### config.mk
export PLATFORM = sky130hd
export DESIGN_NAME = pipe_ctrl_flat
export DESIGN_NICKNAME = d
export VERILOG_FILES = /design/src/rtl/pipe_ctrl_if.sv /design/src/rtl/pipe_ctrl.sv /design/src/flat_wrapper.sv
export SDC_FILE = /design/constraint.sdc
export NUM_CORES = 1
export LEC_CHECK = 0
export ABC_AREA = 1
export BUFFER_PORTS_ARGS = -buffer_cell sky130_fd_sc_hd__buf_2
export CORE_ASPECT_RATIO = 0.5
export CORE_MARGIN = 1.5
export CORE_UTILIZATION = 50
export DETAILED_ROUTE_END_ITERATION = 10
export HOLD_SLACK_MARGIN = 0.06
export PLACE_DENSITY = 0.95
export SLEW_MARGIN = 25
export SYNTH_ARGS = -nofsm -noshare
export SYNTH_HDL_FRONTEND = slang
export SYNTH_SLANG_ARGS = --single-unit
### constraint.sdc
create_clock -name clk -period 3.1 [get_ports clk]
set_input_delay 0.31 -clock clk [delete_from_list [all_inputs] [get_ports clk]]
set_output_delay 0.31 -clock clk [all_outputs]
set_load 0.03 [all_outputs]
### src/rtl/pipe_ctrl_if.sv
// Request/response bundle between the pipeline stages and pipe_ctrl.
// master drives requests; slave is the controller.
interface pipe_ctrl_if #(
  parameter int unsigned STAGES = 6,
  parameter int unsigned HOLD_W = 4,
  parameter int unsigned CNT_W  = 32
);
  logic [STAGES-1:0] stall_req;
  logic              hold_start;
  logic [HOLD_W-1:0] hold_len;
  logic              flush_req;
  logic [STAGES-1:0] stall;
  logic [STAGES-1:0] flush;
  logic              hold_busy;
  logic              stall_timeout;
  logic [CNT_W-1:0]  perf_stall_cyc;
  logic [CNT_W-1:0]  perf_flush_cnt;

  modport master (
    output stall_req, hold_start, hold_len, flush_req,
    input  stall, flush, hold_busy, stall_timeout, perf_stall_cyc, perf_flush_cnt
  );

  modport slave (
    input  stall_req, hold_start, hold_len, flush_req,
    output stall, flush, hold_busy, stall_timeout, perf_stall_cyc, perf_flush_cnt
  );
endinterface

### src/rtl/pipe_ctrl.sv
// Pipeline stall/flush controller with self-timed hold and stall watchdog.
// Define PIPE_CTRL_PERF_EN to build the stall-cycle and flush performance counters.
module pipe_ctrl #(
  parameter int unsigned STAGES      = 6,
  parameter int unsigned HOLD_STAGE  = 3,
  parameter int unsigned FLUSH_STAGE = 4,
  parameter int unsigned HOLD_W      = 4,
  parameter int unsigned WDOG_LIMIT  = 1024,
  parameter int unsigned CNT_W       = 32
) (
  input logic        clk,
  input logic        resetn,
  pipe_ctrl_if.slave bus
);
  localparam int unsigned WCNT_W = $clog2(WDOG_LIMIT + 1);

  typedef enum logic [0:0] {StIdle, StBusy} hold_st_e;

  hold_st_e          state_q, state_d;
  logic [HOLD_W-1:0] cnt_q, cnt_d;
  logic              hold_active;
  logic [STAGES-1:0] stall_raw, flush_raw;
  logic              stall_any;
  logic [WCNT_W-1:0] wcnt_q, wcnt_d;
  logic              timeout_q;

  always_ff @(posedge clk or negedge resetn) begin
    if (!resetn) begin
      state_q <= StIdle;
      cnt_q   <= '0;
    end else begin
      state_q <= state_d;
      cnt_q   <= cnt_d;
    end
  end

  // The start cycle already counts as one hold cycle, so cnt loads len-1.
  always_comb begin
    state_d     = state_q;
    cnt_d       = cnt_q;
    hold_active = 1'b0;
    unique case (state_q)
      StIdle: begin
        if (bus.hold_start && (bus.hold_len != '0) && !bus.flush_req) begin
          hold_active = 1'b1;
          cnt_d       = bus.hold_len - HOLD_W'(1);
          if (cnt_d != '0) state_d = StBusy;
        end
      end
      StBusy: begin
        hold_active = 1'b1;
        cnt_d       = cnt_q - HOLD_W'(1);
        if (cnt_d == '0) state_d = StIdle;
      end
      default: state_d = StIdle;
    endcase
    if (bus.flush_req) begin
      cnt_d   = '0;
      state_d = StIdle;
    end
  end

  // Stage j stalls if any stage at or above j requests: the mask of the highest requester.
  always_comb begin
    stall_raw = '0;
    flush_raw = '0;
    for (int unsigned j = 0; j < STAGES; j++) begin
      stall_raw[j] = |(bus.stall_req >> j);
      if (hold_active && (j <= HOLD_STAGE)) stall_raw[j] = 1'b1;
      if (j <= FLUSH_STAGE) flush_raw[j] = 1'b1;
    end
    if (bus.flush_req) stall_raw = '0;
    else               flush_raw = '0;
  end

  assign bus.stall     = resetn ? stall_raw : '0;
  assign bus.flush     = resetn ? flush_raw : '0;
  assign bus.hold_busy = (cnt_q != '0);
  assign stall_any     = |bus.stall;

  always_comb begin
    wcnt_d = wcnt_q;
    if (!stall_any || bus.flush_req) begin
      wcnt_d = '0;
    end else if (wcnt_q != WCNT_W'(WDOG_LIMIT)) begin
      wcnt_d = wcnt_q + WCNT_W'(1);
    end
  end

  always_ff @(posedge clk or negedge resetn) begin
    if (!resetn) begin
      wcnt_q    <= '0;
      timeout_q <= 1'b0;
    end else begin
      wcnt_q    <= wcnt_d;
      timeout_q <= timeout_q | (wcnt_d == WCNT_W'(WDOG_LIMIT));
    end
  end

  assign bus.stall_timeout = timeout_q;

`ifdef PIPE_CTRL_PERF_EN
  logic [CNT_W-1:0] perf_stall_q, perf_flush_q;

  always_ff @(posedge clk or negedge resetn) begin
    if (!resetn) begin
      perf_stall_q <= '0;
      perf_flush_q <= '0;
    end else begin
      if (stall_any)     perf_stall_q <= perf_stall_q + CNT_W'(1);
      if (bus.flush_req) perf_flush_q <= perf_flush_q + CNT_W'(1);
    end
  end

  assign bus.perf_stall_cyc = perf_stall_q;
  assign bus.perf_flush_cnt = perf_flush_q;
`else
  assign bus.perf_stall_cyc = '0;
  assign bus.perf_flush_cnt = '0;
`endif

endmodule

### src/flat_wrapper.sv
// flat-port wrapper written by rule: the top's interface ports become plain ports
module pipe_ctrl_flat 
#(
  parameter int unsigned STAGES      = 6,
  parameter int unsigned HOLD_STAGE  = 3,
  parameter int unsigned FLUSH_STAGE = 4,
  parameter int unsigned HOLD_W      = 4,
  parameter int unsigned WDOG_LIMIT  = 1024,
  parameter int unsigned CNT_W       = 32
)
  (clk, resetn, bus_stall_req, bus_hold_start, bus_hold_len, bus_flush_req, bus_stall, bus_flush, bus_hold_busy, bus_stall_timeout, bus_perf_stall_cyc, bus_perf_flush_cnt);
  pipe_ctrl_if #(.STAGES(STAGES), .HOLD_W(HOLD_W), .CNT_W(CNT_W)) bus_i ();
  input logic clk;
  input logic resetn;
  input wire logic [$bits(bus_i.stall_req)-1:0] bus_stall_req;
  input wire logic [$bits(bus_i.hold_start)-1:0] bus_hold_start;
  input wire logic [$bits(bus_i.hold_len)-1:0] bus_hold_len;
  input wire logic [$bits(bus_i.flush_req)-1:0] bus_flush_req;
  output wire logic [$bits(bus_i.stall)-1:0] bus_stall;
  output wire logic [$bits(bus_i.flush)-1:0] bus_flush;
  output wire logic [$bits(bus_i.hold_busy)-1:0] bus_hold_busy;
  output wire logic [$bits(bus_i.stall_timeout)-1:0] bus_stall_timeout;
  output wire logic [$bits(bus_i.perf_stall_cyc)-1:0] bus_perf_stall_cyc;
  output wire logic [$bits(bus_i.perf_flush_cnt)-1:0] bus_perf_flush_cnt;
  assign bus_i.stall_req = bus_stall_req;
  assign bus_i.hold_start = bus_hold_start;
  assign bus_i.hold_len = bus_hold_len;
  assign bus_i.flush_req = bus_flush_req;
  assign bus_stall = bus_i.stall;
  assign bus_flush = bus_i.flush;
  assign bus_hold_busy = bus_i.hold_busy;
  assign bus_stall_timeout = bus_i.stall_timeout;
  assign bus_perf_stall_cyc = bus_i.perf_stall_cyc;
  assign bus_perf_flush_cnt = bus_i.perf_flush_cnt;
  pipe_ctrl #(.STAGES(STAGES), .HOLD_STAGE(HOLD_STAGE), .FLUSH_STAGE(FLUSH_STAGE), .HOLD_W(HOLD_W), .WDOG_LIMIT(WDOG_LIMIT), .CNT_W(CNT_W)) u_core (.clk(clk), .resetn(resetn), .bus(bus_i));
endmodule
# --- Word-level counts from Yosys, hierarchy flattened ---
# Cells that the tools add are included.
totals:
  ff_bits: 17
  input_bits: 14
  output_inout_bits: 78
  word_cells: 47
op_classes:
  add_sub_neg: 3
  eq_ne: 3
  n_mux: 20
  n_bitwise: 2
  reduce_logical: 15
ops:
  columns: ["op", "n"]
  rows:
  - ["$mux 11", 2]
  - ["$mux 6", 2]
  - ["$reduce_bool 4->1", 3]
  - ["$reduce_or 6->1", 2]
  - ["$add 11x1->11 const B", 1]
  - ["$eq 11x11->1 const B", 1]
  - ["$ne 11x11->1 const B", 1]
  - ["$mux 5", 2]
  - ["$mux 1", 9]
  - ["$mux 4", 2]
  - ["$pmux 4 s2", 1]
  - ["$sub 4x1->4 const B", 2]
  - ["$reduce_or 5->1", 1]
  - ["$logic_not 4->1", 1]
  - ["$pmux 1 s2", 2]
  - ["$reduce_or 4->1", 1]
  - ["$ne 3x2->1 const B", 1]
  - ["$reduce_or 3->1", 1]
  - ["$logic_and 1x1->1", 2]
  - ["$logic_not 1->1", 2]
  - ["$reduce_or 2->1", 1]
  - ["$logic_or 1x1->1", 1]
  - ["$not 1->1", 1]
  - ["$or 1x1->1", 1]

# --- Logic depth before layout (Yosys ltp) ---
logic_depth:
  word_depth: 14
  depth_mapped: 11

# --- Worst setup path before layout ---
# Ideal clock, no wire load.
synth_path:
  kind: "input port to flip-flop"
  startpoint: "input bus_hold_len[0]"
  endpoint: "register u_core.timeout_q (netlist: u_core.bus.stall_timeout)"
  setup_ns: 0.065
  arrival_time_ns: 1.375
  setup_slack_ns: 1.660
  stages: 11
  path_buffers: 0
  path_cell_list: "inv_1 ha_1 nand2_1 nand2_2 nand3_1 nand2_1 nand2_1 nand3_1 nor2_1 nand3_1 nand2_1"
synth_between:
  elab_chain_len: 14
  elab_cells_between_ends: 17
  cone_classes: "eq/ne (1); mux (9); bitwise (1); reduce/logical (6)"
synth_rtl:
  columns: ["item", "line_no", "source"]
  rows:
  - ["from (decl)", "flat_wrapper.sv:17", "input wire logic [$bits(bus_i.hold_len)-1:0] bus_hold_len;"]
  - ["$reduce_bool 4->1", "pipe_ctrl.sv:44", "if (bus.hold_start && (bus.hold_len != '0) && !bus.flush_req) begin"]
  - ["$logic_and 1x1->1 (2 in series)", "pipe_ctrl.sv:44", null]
  - ["$mux 1", "pipe_ctrl.sv:44", null]
  - ["$pmux 1 s2", "pipe_ctrl.sv:42", "unique case (state_q)"]
  - ["$mux 1", "pipe_ctrl.sv:69", "if (hold_active && (j <= HOLD_STAGE)) stall_raw[j] = 1'b1;"]
  - ["$mux 6", "pipe_ctrl.sv:72", "if (bus.flush_req) stall_raw = '0;"]
  - ["$mux 6", "pipe_ctrl.sv:76", "assign bus.stall = resetn ? stall_raw : '0;"]
  - ["net bus_stall[0]", "flat_wrapper.sv:19", "output wire logic [$bits(bus_i.stall)-1:0] bus_stall;"]
  - ["$reduce_or 6->1", "pipe_ctrl.sv:79", "assign stall_any = |bus.stall;"]
  - ["$logic_not 1->1", "pipe_ctrl.sv:83", "if (!stall_any || bus.flush_req) begin"]
  - ["$logic_or 1x1->1", "pipe_ctrl.sv:83", null]
  - ["$mux 11", "pipe_ctrl.sv:83", null]
  - ["$eq 11x11->1", "pipe_ctrl.sv:96", "timeout_q <= timeout_q | (wcnt_d == WCNT_W'(WDOG_LIMIT));"]
  - ["$or 1x1->1", "pipe_ctrl.sv:96", null]
  - ["to (signal assigned)", "pipe_ctrl.sv:96", null]
  - ["to (decl)", "pipe_ctrl.sv:25", "logic timeout_q;"]
# The timed path passes the listed nets, and every way through them passes these cells.
# A chain may end at the register's enable or synchronous reset.

# --- Final worst setup path ---
layout_path:
  startpoint: "input resetn"
  endpoint: "output bus_stall[2]"
layout_between:
  elab_chain_len: 1
layout_rtl:
  columns: ["item", "line_no", "source"]
  rows:
  - ["from (decl)", "flat_wrapper.sv:14", "input logic resetn;"]
  - ["$mux 6", "pipe_ctrl.sv:76", null]
  - ["to (decl)", "flat_wrapper.sv:19", null]
# No other way between the ends.

==> results.sh <==
export IMPL_run_status="completed"
export IMPL_route_detailed_wl_per_inst_um=10.04
export IMPL_cts_buffers=3
export IMPL_synth_most_common_cell="sky130_fd_sc_hd__buf_4"
export IMPL_cts_tree="done"
export IMPL_critical_path_top_cell_by_count="sky130_fd_sc_hd__buf_2"
export IMPL_clock_tree_root_cell="sky130_fd_sc_hd__clkbuf_8"
export IMPL_startpoint_of_the_worst_register_to_register_path="u_core.wcnt_q[0]"
export IMPL_crit_fanout=22
export IMPL_final_period_minus_worst_setup_slack_ns=2.239
export IMPL_sink_count_of_the_clock_tree=17
export IMPL_placeableCoreArea_um2=3435
export IMPL_clock_fmax_ghz=0.4466
export IMPL_post_synth_top_area_cell="sky130_fd_sc_hd__buf_4"
export IMPL_pwr_density_cell_nw_per_um2=356.5
export IMPL_gp_congestion=0.9550
export IMPL_cp_slowest_cell="sky130_fd_sc_hd__dlygate4sd3_1"
export IMPL_fp_dieArea_um2=3973
export IMPL_timing_critical_path_max_delay_family="buffers and inverters"
export IMPL_post_synth_num_cell_types=29
export IMPL_slew_viol_final=0
export IMPL_postCtsSetupBuffers=0
export IMPL_worstPathArrival_ns=1.93
export IMPL_grt_util_all_layers=0.1672
export IMPL_num_vias=1412
export IMPL_synth_compound_area_frac=0.05656
export IMPL_worst_setup_hold_path_clk_slew_ns=0.06
export IMPL_synthesized_area_fraction_occupied_by_and_or_nand_nor_cells=0.2563
export IMPL_bufs_on_longest_clock_path=2
export IMPL_ys_seq_area_frac=0.2374
export IMPL_clock_insertion_delay_worst_skew_ns=0.25
export IMPL_count_of_cell_instances_traversed_by_the_critical_path=7
export IMPL_grt_start_max_net_pins=23
export IMPL_p_leak_nw=0.9862
export IMPL_yosys_top_cells_count="sky130_fd_sc_hd__buf_4 (69), sky130_fd_sc_hd__nand2_1 (36), sky130_fd_sc_hd__inv_1 (27)"
export IMPL_dp_hpwl_mm=2.702
export IMPL_detail_route_vias_per_cell=4.385
export IMPL_ant_nets=0
export IMPL_fin_tns_setup_ns=0
export IMPL_rrSetupSlack_ns=1.43
export IMPL_port_buffers=26
export IMPL_worst_setup_path_startpoint="resetn"
export IMPL_rows=15
export IMPL_drt_first_iter_violations=55
export IMPL_post_route_skew_ns=0.001810
export IMPL_synth_top_cells_by_area="sky130_fd_sc_hd__buf_4 (29%), sky130_fd_sc_hd__dfrtp_1 (24%), sky130_fd_sc_hd__nand2_1 (7.5%)"
export IMPL_r2r_end="u_core.bus.stall_timeout"
export IMPL_worst_hold_path_type="in2reg"
export IMPL_cts_hold_repair_buffers=1
export IMPL_initial_antenna_violation_count=0
export IMPL_final_min_period_over_clock_period=0.7222
export IMPL_syn_instance_count=247
export IMPL_detailed_route_wl_mm=3.232
export IMPL_hold_viol_final=0
export IMPL_cp_startpoint_kind="input port"
export IMPL_global_route_overflow_total=0
export IMPL_worst_hold_slack_ns=0.4408
export IMPL_num_io_pins=92
export IMPL_post_route_cells_drive_above_1_share=0.1882
export IMPL_asyncSetResetFlopFracSynth=1.000
export IMPL_crit_chain="dlygate4sd3_1 -> buf_2 -> nand2_1 -> inv_2 -> o21ai_0 -> inv_1 -> buf_2"
export IMPL_critical_path_class="in2out"
export IMPL_htree_levels=1
export IMPL_die_height_um=45.33
export IMPL_firstDrtPassIters=4
export IMPL_number_of_global_route_vias_before_repair=1214
export IMPL_mux_contribution_to_synthesized_area=0
export IMPL_top_cell_type_s_share_of_synthesized_area=0.2891
export IMPL_max_cap_check_violation_count=0
export IMPL_combinational_family_with_the_most_area_after_synthesis="buffers and inverters"
export IMPL_synthesis_area_um2=1792
export IMPL_timing_critical_path_slowest_cell_delay_ns=0.52
export IMPL_crit_path_end="bus_stall[2]"
export IMPL_worstSetupEndpointType="output pin"
export IMPL_max_ir_drop_vdd_uv=171.3
export IMPL_count_of_flip_flops_with_a_built_in_enable_after_synthesis=0
export IMPL_required_time_of_the_critical_path_ns=2.79
export IMPL_ys_warnings_count=0
export IMPL_reg2regPathDepth=9
export IMPL_synth_xor_area_share=0.03422
export IMPL_areaGrowthSynthToFinish_pct=-2.514
export IMPL_final_setup_viol_count=0
export IMPL_grt_first_pass_wirelength_mm=5.057
export IMPL_post_cts_resize_count=0
export IMPL_layout_nets=293
export IMPL_initial_utilization=0.5217
export IMPL_antenna_cells_inserted=0
export IMPL_yosys_most_used_dff="sky130_fd_sc_hd__dfrtp_1"
export IMPL_postSynthRegisterBits=17
export IMPL_horizontal_die_dimension_um=87.66
export IMPL_grt_setup_unrepaired="false"
export IMPL_remaining_drc_errors=0
export IMPL_synth_avg_cell_area_um2=7.254
export IMPL_synth_adder_area_share=0.04888
export IMPL_path_buf_inv=5
worst register-to-register path, cell delays in order (launching register included):
cell and delay, ns:
sky130_fd_sc_hd__dfrtp_1 0.45, sky130_fd_sc_hd__ha_1 0.25, sky130_fd_sc_hd__nand2_2 0.09, sky130_fd_sc_hd__nor2_4 0.15
sky130_fd_sc_hd__nand2_1 0.08, sky130_fd_sc_hd__xor2_1 0.23, sky130_fd_sc_hd__a21oi_2 0.08, sky130_fd_sc_hd__nor2_1 0.14
sky130_fd_sc_hd__nand3_1 0.09, sky130_fd_sc_hd__nand2_1 0.06
power breakdown:
| group | switching [mW] | internal, mW | leakage [nW] | total [mW] |
|---|---|---|---|---|
| Combinational | 0.186 | 0.0388 | 0.735 | 0.225 |
| Sequential | 0.00722 | 0.229 | 0.228 | 0.236 |
| Clock | 0.0702 | 0.0911 | 0.0228 | 0.161 |
| Total | 0.264 | 0.359 | 0.986 | 0.623 |
final cells by class:
cell class              count  area, um^2
repair buffers             27       140.1
fillers                   326        1688
clock buffers               4       45.04
inverters                  31       118.9
flip-flops and latches     17       425.4
multi-input cells         192       953.4
well taps                  51       63.81
sequential cells by signal (all words and copies together), names as in the netlist:
name	flops
u_core.wcnt_q	11
u_core.state_q	1
u_core.cnt_q	4
u_core.bus.stall_timeout	1
layout by cell type, fill, tap and decap left out, drive strengths merged:
| cell | count |
|---|---|
| dlygate4sd3 | 1 |
| o31ai | 1 |
| nor3b | 1 |
| inv | 31 |
| nand3b | 1 |
| nor2 | 33 |
| xor2 | 5 |
| clkbuf | 4 |
| nand4 | 4 |
| nand3 | 13 |
| o211ai | 1 |
| o22ai | 2 |
| conb | 65 |
| o21ai | 9 |
| ha | 7 |
| dfrtp | 17 |
| xnor2 | 2 |
| nor3 | 1 |
| a21oi | 5 |
| nand2 | 42 |
| buf | 26 |
kinds of logic (layout without fill, tap and decap cells):
logic type | after synthesis | count (layout)
adder cells (fa/ha/maj) | 7 | 7
AO/OA/AOI/OAI | 18 | 18
XOR/XNOR | 7 | 7
buffers and inverters | 102 | 62
AND/OR/NAND/NOR | 95 | 95
other | 1 | 65
flip-flops | 17 | 17
layer usage:
metal	GRT usage	wire length, um	vias to the layer above
met5	0	0	-
met1	0.1759	1241	646
met3	0.02194	212	12
li1	-	-	677
met2	0.3354	1691	77
met4	0.08889	86	0
worst min-delay path by stage:
stage / startpoint / to / slack, ns / cells after the start
finish: bus_flush_req / u_core.state_q / 0.44 / 4
global route: bus_flush_req / u_core.state_q / 0.45 / 4
CTS: bus_flush_req / u_core.state_q / 0.43 / 4
detailed placement: resetn / u_core.cnt_q[1] / 0.28 / 1
global placement: resetn / u_core.cnt_q[1] / 0.27 / 1
floorplan: resetn / u_core.bus.stall_timeout / 0.01 / 0
stage by stage:
stage	worst slack (ns)	utilization	power, mW	instance area [um^2]	cells
6_report	0.8610	0.5086	0.6226	1747	322
5_1_grt	0.7141	0.5086	0.6583	1747	322
4_1_cts	0.8598	0.5086	0.6228	1747	322
3_5_place_dp	1.317	0.4925	0.4616	1692	317
3_3_place_gp	1.454	0.4925	0.4550	1692	317
2_1_floorplan	1.660	-	0.4898	2032	311
No activity file was read; power rests on OpenSTA's default activity.
